$ cat config.mk
export PLATFORM = sky130hd
export DESIGN_NAME = master_circuit_flat
export DESIGN_NICKNAME = d
export VERILOG_FILES = /design/src/rtl/master_circuit_if.sv /design/src/rtl/master_circuit.sv /design/src/flat_wrapper.sv
export SDC_FILE = /design/constraint.sdc
export NUM_CORES = 1
export LEC_CHECK = 0
export CAP_MARGIN = 15
export CORE_ASPECT_RATIO = 2
export CORE_MARGIN = 4
export CORE_UTILIZATION = 52
export DETAILED_ROUTE_END_ITERATION = 16
export PLACE_DENSITY = 0.84
export REMOVE_ABC_BUFFERS = 1
export SLEW_MARGIN = 5
export SYNTH_ARGS = -nofsm -noshare
export SYNTH_HDL_FRONTEND = slang
export SYNTH_SLANG_ARGS = --single-unit
$ cat constraint.sdc
create_clock -name clk_i -period 2.3 [get_ports clk_i]
set_input_delay 0.46 -clock clk_i [delete_from_list [all_inputs] [get_ports clk_i]]
set_output_delay 0.46 -clock clk_i [all_outputs]
set_load 0.03 [all_outputs]
$ cat src/rtl/master_circuit_if.sv
// rtl/master_circuit_if.sv - register-file/compare bus between master_circuit and the slave
//
// Purpose : groups the slave-facing signals so the master and slave each see one
//           modport instead of three loose buses.
// Signals :
//   sel[5:0] : [1:0] mux-A register index, [3:2] mux-B register index,
//              [5:4] load-source index
//   ld[3:0]  : one-hot slave register load strobes
//   lt[2:0]  : slave compare result A vs B: [0] A<B, [1] A==B, [2] A>B
//              (combinational from sel on the slave side)
interface master_circuit_if;
    logic [5:0] sel;
    logic [3:0] ld;
    logic [2:0] lt;

    modport master (
        output sel,
        output ld,
        input  lt
    );

    modport slave (
        input  sel,
        input  ld,
        output lt
    );
endinterface

$ cat src/rtl/master_circuit.sv
// rtl/master_circuit.sv - initiator that loads four slave registers and finds max/min indices
//
// Purpose : loads the four 4-bit slave registers, then walks the slave comparator
//           twice (once tracking the largest, once the smallest value) and reports
//           the winning register indices.
// Parameter:
//   SETTLE      : cycles each compare pattern is held before lt is sampled (1..15)
// Ports :
//   clk_i       : system clock, rising edge
//   rst_n_i     : asynchronous active-low reset
//   start_i     : level, sampled in IDLE only; begins a run
//   skip_load_i : sampled with start_i; 1 = compare the values already held
//   slv_bus     : master modport of master_circuit_if (sel, ld out; lt in)
//   busy_o      : high while a run is in LOAD or compare states
//   done_o      : one-cycle pulse when max_idx_o/min_idx_o are fresh
//   max_idx_o   : index of the largest value, held until the next done
//   min_idx_o   : index of the smallest value, held until the next done
//   err_o       : sticky flag, a sampled lt was not one-hot; cleared on next start
module master_circuit #(
    parameter int unsigned SETTLE = 1
) (
    input  logic                  clk_i,
    input  logic                  rst_n_i,
    input  logic                  start_i,
    input  logic                  skip_load_i,
    master_circuit_if.master      slv_bus,
    output logic                  busy_o,
    output logic                  done_o,
    output logic [1:0]            max_idx_o,
    output logic [1:0]            min_idx_o,
    output logic                  err_o
);

    typedef enum logic [2:0] {
        S_IDLE,
        S_LOAD,
        S_CMP_MAX,
        S_CMP_MIN,
        S_FINISH
    } state_t;

    localparam logic [3:0] SETTLE_LAST = 4'(SETTLE - 1);

    state_t      state_q,    state_d;
    logic [1:0]  step_q,     step_d;
    logic [3:0]  settle_q,   settle_d;
    logic [1:0]  cand_max_q, cand_max_d;
    logic [1:0]  cand_min_q, cand_min_d;
    logic        err_q,      err_d;
    logic [5:0]  sel_q,      sel_d;
    logic [3:0]  ld_q,       ld_d;
    logic        busy_q,     busy_d;
    logic        done_q,     done_d;
    logic [1:0]  max_idx_q,  max_idx_d;
    logic [1:0]  min_idx_q,  min_idx_d;

    logic        lt_onehot;
    logic        step_last;

    assign lt_onehot = (slv_bus.lt == 3'b001) || (slv_bus.lt == 3'b010) ||
                       (slv_bus.lt == 3'b100);
    assign step_last = (settle_q == SETTLE_LAST);

    always_ff @(posedge clk_i or negedge rst_n_i) begin
        if (!rst_n_i) begin
            state_q    <= S_IDLE;
            step_q     <= 2'd0;
            settle_q   <= 4'd0;
            cand_max_q <= 2'd0;
            cand_min_q <= 2'd0;
            err_q      <= 1'b0;
            sel_q      <= 6'd0;
            ld_q       <= 4'd0;
            busy_q     <= 1'b0;
            done_q     <= 1'b0;
            max_idx_q  <= 2'd0;
            min_idx_q  <= 2'd0;
        end else begin
            state_q    <= state_d;
            step_q     <= step_d;
            settle_q   <= settle_d;
            cand_max_q <= cand_max_d;
            cand_min_q <= cand_min_d;
            err_q      <= err_d;
            sel_q      <= sel_d;
            ld_q       <= ld_d;
            busy_q     <= busy_d;
            done_q     <= done_d;
            max_idx_q  <= max_idx_d;
            min_idx_q  <= min_idx_d;
        end
    end

    always_comb begin
        state_d    = state_q;
        step_d     = step_q;
        settle_d   = settle_q;
        cand_max_d = cand_max_q;
        cand_min_d = cand_min_q;
        err_d      = err_q;

        unique case (state_q)
            S_IDLE: begin
                if (start_i) begin
                    err_d      = 1'b0;
                    cand_max_d = 2'd0;
                    cand_min_d = 2'd0;
                    settle_d   = 4'd0;
                    // Register 0 is the initial candidate, so compares start at index 1.
                    if (skip_load_i) begin
                        state_d = S_CMP_MAX;
                        step_d  = 2'd1;
                    end else begin
                        state_d = S_LOAD;
                        step_d  = 2'd0;
                    end
                end
            end

            S_LOAD: begin
                if (step_q == 2'd3) begin
                    state_d  = S_CMP_MAX;
                    step_d   = 2'd1;
                    settle_d = 4'd0;
                end else begin
                    step_d = step_q + 2'd1;
                end
            end

            S_CMP_MAX, S_CMP_MIN: begin
                if (step_last) begin
                    settle_d = 4'd0;
                    // A malformed compare result flags an error but leaves the
                    // candidate alone; strict > / < keeps the lower index on ties.
                    if (!lt_onehot) begin
                        err_d = 1'b1;
                    end else if (state_q == S_CMP_MAX) begin
                        if (slv_bus.lt[2]) cand_max_d = step_q;
                    end else begin
                        if (slv_bus.lt[0]) cand_min_d = step_q;
                    end

                    if (step_q == 2'd3) begin
                        step_d  = 2'd1;
                        state_d = (state_q == S_CMP_MAX) ? S_CMP_MIN : S_FINISH;
                    end else begin
                        step_d = step_q + 2'd1;
                    end
                end else begin
                    settle_d = settle_q + 4'd1;
                end
            end

            S_FINISH: begin
                state_d = S_IDLE;
            end

            default: begin
                state_d = S_IDLE;
            end
        endcase
    end

    // Outputs are decoded from the next state and registered, so every output
    // lines up with the state it belongs to and nothing from lt reaches a pin
    // without passing through a flop.
    always_comb begin
        sel_d     = 6'd0;
        ld_d      = 4'd0;
        busy_d    = 1'b0;
        done_d    = 1'b0;
        max_idx_d = max_idx_q;
        min_idx_d = min_idx_q;

        unique case (state_d)
            S_LOAD: begin
                sel_d  = {step_d, 4'b0000};
                ld_d   = 4'b0001 << step_d;
                busy_d = 1'b1;
            end
            S_CMP_MAX: begin
                sel_d  = {2'b00, cand_max_d, step_d};
                busy_d = 1'b1;
            end
            S_CMP_MIN: begin
                sel_d  = {2'b00, cand_min_d, step_d};
                busy_d = 1'b1;
            end
            S_FINISH: begin
                done_d    = 1'b1;
                max_idx_d = cand_max_d;
                min_idx_d = cand_min_d;
            end
            default: begin
            end
        endcase
    end

    assign slv_bus.sel = sel_q;
    assign slv_bus.ld  = ld_q;
    assign busy_o      = busy_q;
    assign done_o      = done_q;
    assign max_idx_o   = max_idx_q;
    assign min_idx_o   = min_idx_q;
    assign err_o       = err_q;

endmodule

$ cat src/flat_wrapper.sv
// flat-port wrapper written by rule: the top's interface ports become plain ports
module master_circuit_flat 
#(
    parameter int unsigned SETTLE = 1
)
  (clk_i, rst_n_i, start_i, skip_load_i, busy_o, done_o, max_idx_o, min_idx_o, err_o, slv_bus_sel, slv_bus_ld, slv_bus_lt);
  master_circuit_if slv_bus_i ();
  input  logic clk_i;
  input  logic rst_n_i;
  input  logic start_i;
  input  logic skip_load_i;
  output logic busy_o;
  output logic done_o;
  output logic [1:0] max_idx_o;
  output logic [1:0] min_idx_o;
  output logic err_o;
  output wire logic [$bits(slv_bus_i.sel)-1:0] slv_bus_sel;
  output wire logic [$bits(slv_bus_i.ld)-1:0] slv_bus_ld;
  input wire logic [$bits(slv_bus_i.lt)-1:0] slv_bus_lt;
  assign slv_bus_sel = slv_bus_i.sel;
  assign slv_bus_ld = slv_bus_i.ld;
  assign slv_bus_i.lt = slv_bus_lt;
  master_circuit #(.SETTLE(SETTLE)) u_core (.clk_i(clk_i), .rst_n_i(rst_n_i), .start_i(start_i), .skip_load_i(skip_load_i), .slv_bus(slv_bus_i), .busy_o(busy_o), .done_o(done_o), .max_idx_o(max_idx_o), .min_idx_o(min_idx_o), .err_o(err_o));
endmodule
==> qor.yml <==
ys_top_cells_by_area: "dfrtp_1 52%, nor2_1 4.4%, ha_1 3.4%"
ys_types: 41
powerDensity_nw_per_um2: 1400
viasPerCell: 5.57
wire_per_inst_um: 15.6
n_antenna_cell: 0
antenna_left: 0
synth_edf_count: 0
worstRegToRegCells: 7
drive_above_1_share: 0.147
finalClockSkew_ps: 4.10
via_count: 1102
die-width_um: 45.4
globalplace.congestion: 0.799
multi_input_area_um2: 634
postCtsSetupBuffers: 0
fmax_mhz: 497
hp-class: "flop to flop"
critPathArrivalTime_ps: 2200
ys_ff_latch: 30
rr_startpoint: "u_core.settle_q[0]"
worst_setup_path_end_kind: "flop"
netlist_area_um2: 1450
synthArstFlopShare: 1.00
dp_hpwl_um: 2420
cts_resized: 0
io_buffers: 23
startpoint: "u_core.settle_q[0]"
cts-root-buf: "clkbuf_8"
ys_seq_area_frac: 0.517
slew_headroom: 0.643
crit_end: "u_core.slv_bus.ld[1]"
grt_pass1_wl_um: 5210
required_ps: 2480
p_leak_uw: 0.000862
regArea_um2: 751
syn_area_per_cell_um2: 10.4
rsz0062_at_grt: "false"
clk_pin_slew_ps: 60
initial_core_util: 0.558
cts.htree.levels: 2
fin_nets: 180
worstSetupPathType: "flop to flop"
utilization: 0.707
rows: 26
fin_crit_sh: 0.875
core-area_um2: 2600
setup_violations: 0
ir_drop_v: 0.000900
period_minus_slack_ps: 2010
grt_start_max_net_pins: 31
synthDominantAreaCellType: "dfrtp_1"
r2r-end: "u_core.slv_bus.ld[1]"
worst_skew_pair.late_latency_ps: 280
power_uw: 2570
synth_cells: 139
grt-ovfl-total: 0
cts_buffer_depth: 2
first_global_vias: 1136
first_iter_violations: 35
die-area_um2: 3750
area_delta_synth_final_pct: 26.7
cts_hold_buffers: 0
io_pins: 24
outcome: "completed"
synth_top_area_share: 0.517
drv_slew: 0
rrSetupSlack_ps: 290
cp_max_fo: 5
maxCapViolations: 0
routed_wl_um: 3100
dr.pass1.iters: 4
cts_buffers: 5
cp-start-kind: "flop"
hold_viol_final: 0
track_usage: 0.201
finalSetupTns_ps: 0
antenna_found_initial: 0
ys_warn_count: 0
fp.dieH_um: 82.7
synth-main-ff-cell: "dfrtp_1"
cts_tree: "yes"
drc: 0
clock-sinks: 30
min_from: "u_core.err_o"
tightest_slew_ps: 532
fillers: 205
-- Yosys cell counts (4+ instances only) --
| library cell | count |
|---|---|
| nor3_1 | 4 |
| o21ai_0 | 4 |
| nor2b_1 | 8 |
| inv_1 | 11 |
| dfrtp_1 | 30 |
| nand2_1 | 4 |
| ha_1 | 4 |
| nand4_1 | 4 |
| a21oi_1 | 6 |
| nor2_1 | 17 |
| mux2i_1 | 4 |
-- state kept, by name, indices dropped and copies added, names as in the netlist --
signal / cells
u_core.max_idx_o: 2
u_core.done_o: 1
u_core.err_o: 1
u_core.cand_max_q: 2
u_core.busy_o: 1
u_core.settle_q: 4
u_core.cand_min_q: 2
u_core.slv_bus.ld: 4
u_core.min_idx_o: 2
u_core.state_q: 3
u_core.step_q: 2
u_core.slv_bus.sel: 6
-- worst min-delay path by stage --
| stage | endpoint | slack (ps) | cells after the start |
|---|---|---|---|
| after CTS | u_core.err_o | 530 | 2 |
| after global placement | u_core.min_idx_o[0] | 510 | 2 |
| after global routing | u_core.err_o | 560 | 2 |
| after floorplan | u_core.busy_o | 160 | 0 |
| after detailed placement | u_core.err_o | 520 | 2 |
| final | u_core.err_o | 520 | 2 |
-- layout by cell type (no fill, tap or decap), types with 2 or more instances in the layout --
master           synthesis  final
o21ai_0                  4      4
o21ai_1                  3      3
nand2_1                  4      4
ha_1                     4      4
nor3b_1                  3      3
inv_2                    2      2
nand2b_1                 3      3
clkdlybuf4s50_1          0     23
o22ai_1                  2      2
a21oi_1                  6      6
inv_1                   11     11
nand4_1                  4      4
nor2_1                  17     17
dfrtp_1                 30     30
nor2b_1                  8      8
nor3_2                   2      2
clkbuf_8                 0      8
and2_1                   3      3
mux2i_1                  4      4
nor3_1                   4      4
buf_4                    0      4
-- final cells by class --
type,instances,area share
Multi-Input combinational cell,92,0.345
Tap cell,28,0.0190
Timing Repair Buffer,27,0.141
Clock buffer,8,0.0599
Sequential cell,30,0.408
Inverter,13,0.0265
-- power by group --
group,total [µW],switching [µW],internal [µW]
logic,1230,720,511
clock network,485,183,301
registers,851,145,707
-- per-stage QoR --
| stage | setup slack, ps | cells | hold WS [ps] | area [µm²] |
|---|---|---|---|---|
| 2_1_floorplan | 534 | 135 | 164 | 1430 |
| 3_3_place_gp | 357 | 190 | 514 | 1730 |
| 3_5_place_dp | 279 | 190 | 521 | 1730 |
| 4_1_cts | 265 | 198 | 529 | 1840 |
| 5_1_grt | 132 | 198 | 561 | 1840 |
| 6_report | 288 | 198 | 519 | 1840 |
-- worst max-delay path, cell delays in order (launching register included) --
cell and delay (ps):
dfrtp_1 420, inv_1 90, ha_1 190, or3b_4 400, a211oi_1 300, o32a_2 280, inv_2 60, nor3_1 170
-- cells by family after synthesis --
group	count (synthesis)	share of synthesized area
and+or+nand+nor	57	0.238
DFF	30	0.517
adders and majority gates	4	0.0345
buffers and inverters	17	0.0457
muxes	5	0.0353
AOI/OAI and AO/OA	25	0.123
xor gates and xnor gates	1	0.00604
-- metal layers --
metal	routed length (µm)	share of wire	up-vias	GRT usage
li1	-	-	538	-
met1	1130	0.36	537	0.199
met2	1760	0.57	20	0.359
met3	127	0.041	7	0.0672
met4	78	0.025	0	0.0968
met5	0	0	-	0
No activity file was read; power rests on OpenSTA's default activity.
==> patch, RTL diff (same settings) <==
Encoding of `state_t`: now one-hot (5 bits for 5 states).
--- a/src/rtl/master_circuit.sv
+++ b/src/rtl/master_circuit.sv
@@ -33,8 +33,8 @@
 
-    typedef enum logic [2:0] {
-        S_IDLE,
-        S_LOAD,
-        S_CMP_MAX,
-        S_CMP_MIN,
-        S_FINISH
+    typedef enum logic [4:0] {
+        S_IDLE    = 5'b00001,
+        S_LOAD    = 5'b00010,
+        S_CMP_MAX = 5'b00100,
+        S_CMP_MIN = 5'b01000,
+        S_FINISH  = 5'b10000
     } state_t;
Function: no difference found for any inputs over 10 cycles, from zero or initial values and one cycle with rst_n_i low; not proved beyond that.
==> patch against the original RTL <==
- final area up 8.0%
- synthesized area up 8.4%
- power down 22%
- non-clock buffer count down 1
- sequential cell count up 2
- setup slack worse by 0.21 ns
- combinational power down 45%
- clock skew up 0.0013 ns
- routed wire length up 24%
- critical path type unchanged
==> patch: results <==
{
  "pwr-share-seq": 0.369,
  "wl_per_cell_um": 18.71,
  "crit_slowest_cell": "or4_4",
  "buffer_area_frac": 0.1273,
  "multi_input_area_share": 0.3579,
  "hpwl_um": 2797,
  "met3WireLength_um": 152,
  "grt_pass1_wl_um": 6244,
  "clock_sinks": 32,
  "grt_use_total": 0.2196,
  "dp_slack_ns": -0.08821,
  "final_nets": 185,
  "tapCellCount": 30,
  "placed_area_mm2": 0.001838,
  "clk_share": 0.06364,
  "critPathMaxFanout": 4,
  "cpLargestDelayFamily": "simple AND/OR/NAND/NOR gates",
  "slew_headroom": 0.6712,
  "synth.distinct_cells": 48,
  "final_layout_size_suffix_gt1_frac": 0.1714,
  "arrival_ns": 2.39,
  "status": "complete, no violations",
  "ys_seq_area_frac": 0.5099,
  "grt_max_degree": 33,
  "cp_slowest_stage_delay_ns": 0.57,
  "wl_met1_um": 1242,
  "num_vias": 1257,
  "nonClockInverterCount": 15,
  "ys_top_cells_by_count": "dfrtp_1, inv_1, nand2_1, nor2_1",
  "placed_cells": 197
}
[patch: cell families after synthesis]
group / Yosys count / share of synthesized area
flops: 32 / 0.5099
xor+xnor: 1 / 0.005570
mux: 5 / 0.03898
fa+ha+maj: 4 / 0.03182
compound gates: 30 / 0.1480
simple gates: 54 / 0.2140
buf+inv: 19 / 0.05171
[patch: path summary, 6_finish.rpt]
check	end	slack, ns	cells after the start
worst max-delay path	u_core.max_idx_o[0]	0.07	6
worst min register to register	u_core.err_o	0.50	1
max in group asynchronous	u_core.state_q[0]	1.41	2
min in group asynchronous	u_core.settle_q[0]	0.57	2
worst min-delay path	u_core.err_o	0.50	1
worst max register to register	u_core.max_idx_o[0]	0.07	6
[patch: routing by layer]
metal,track usage,vias up
met4,0.1335,0
met3,0.04832,19
met5,0,-
met2,0.3891,45
li1,-,568
met1,0.2102,625
[patch: repair_timing]
item,4_1_cts,5_1_grt
endpoints found under the setup margin,2,7
pin swaps,0,1
cloned,0,0
resized for setup,2,2
hold buffers,0,0
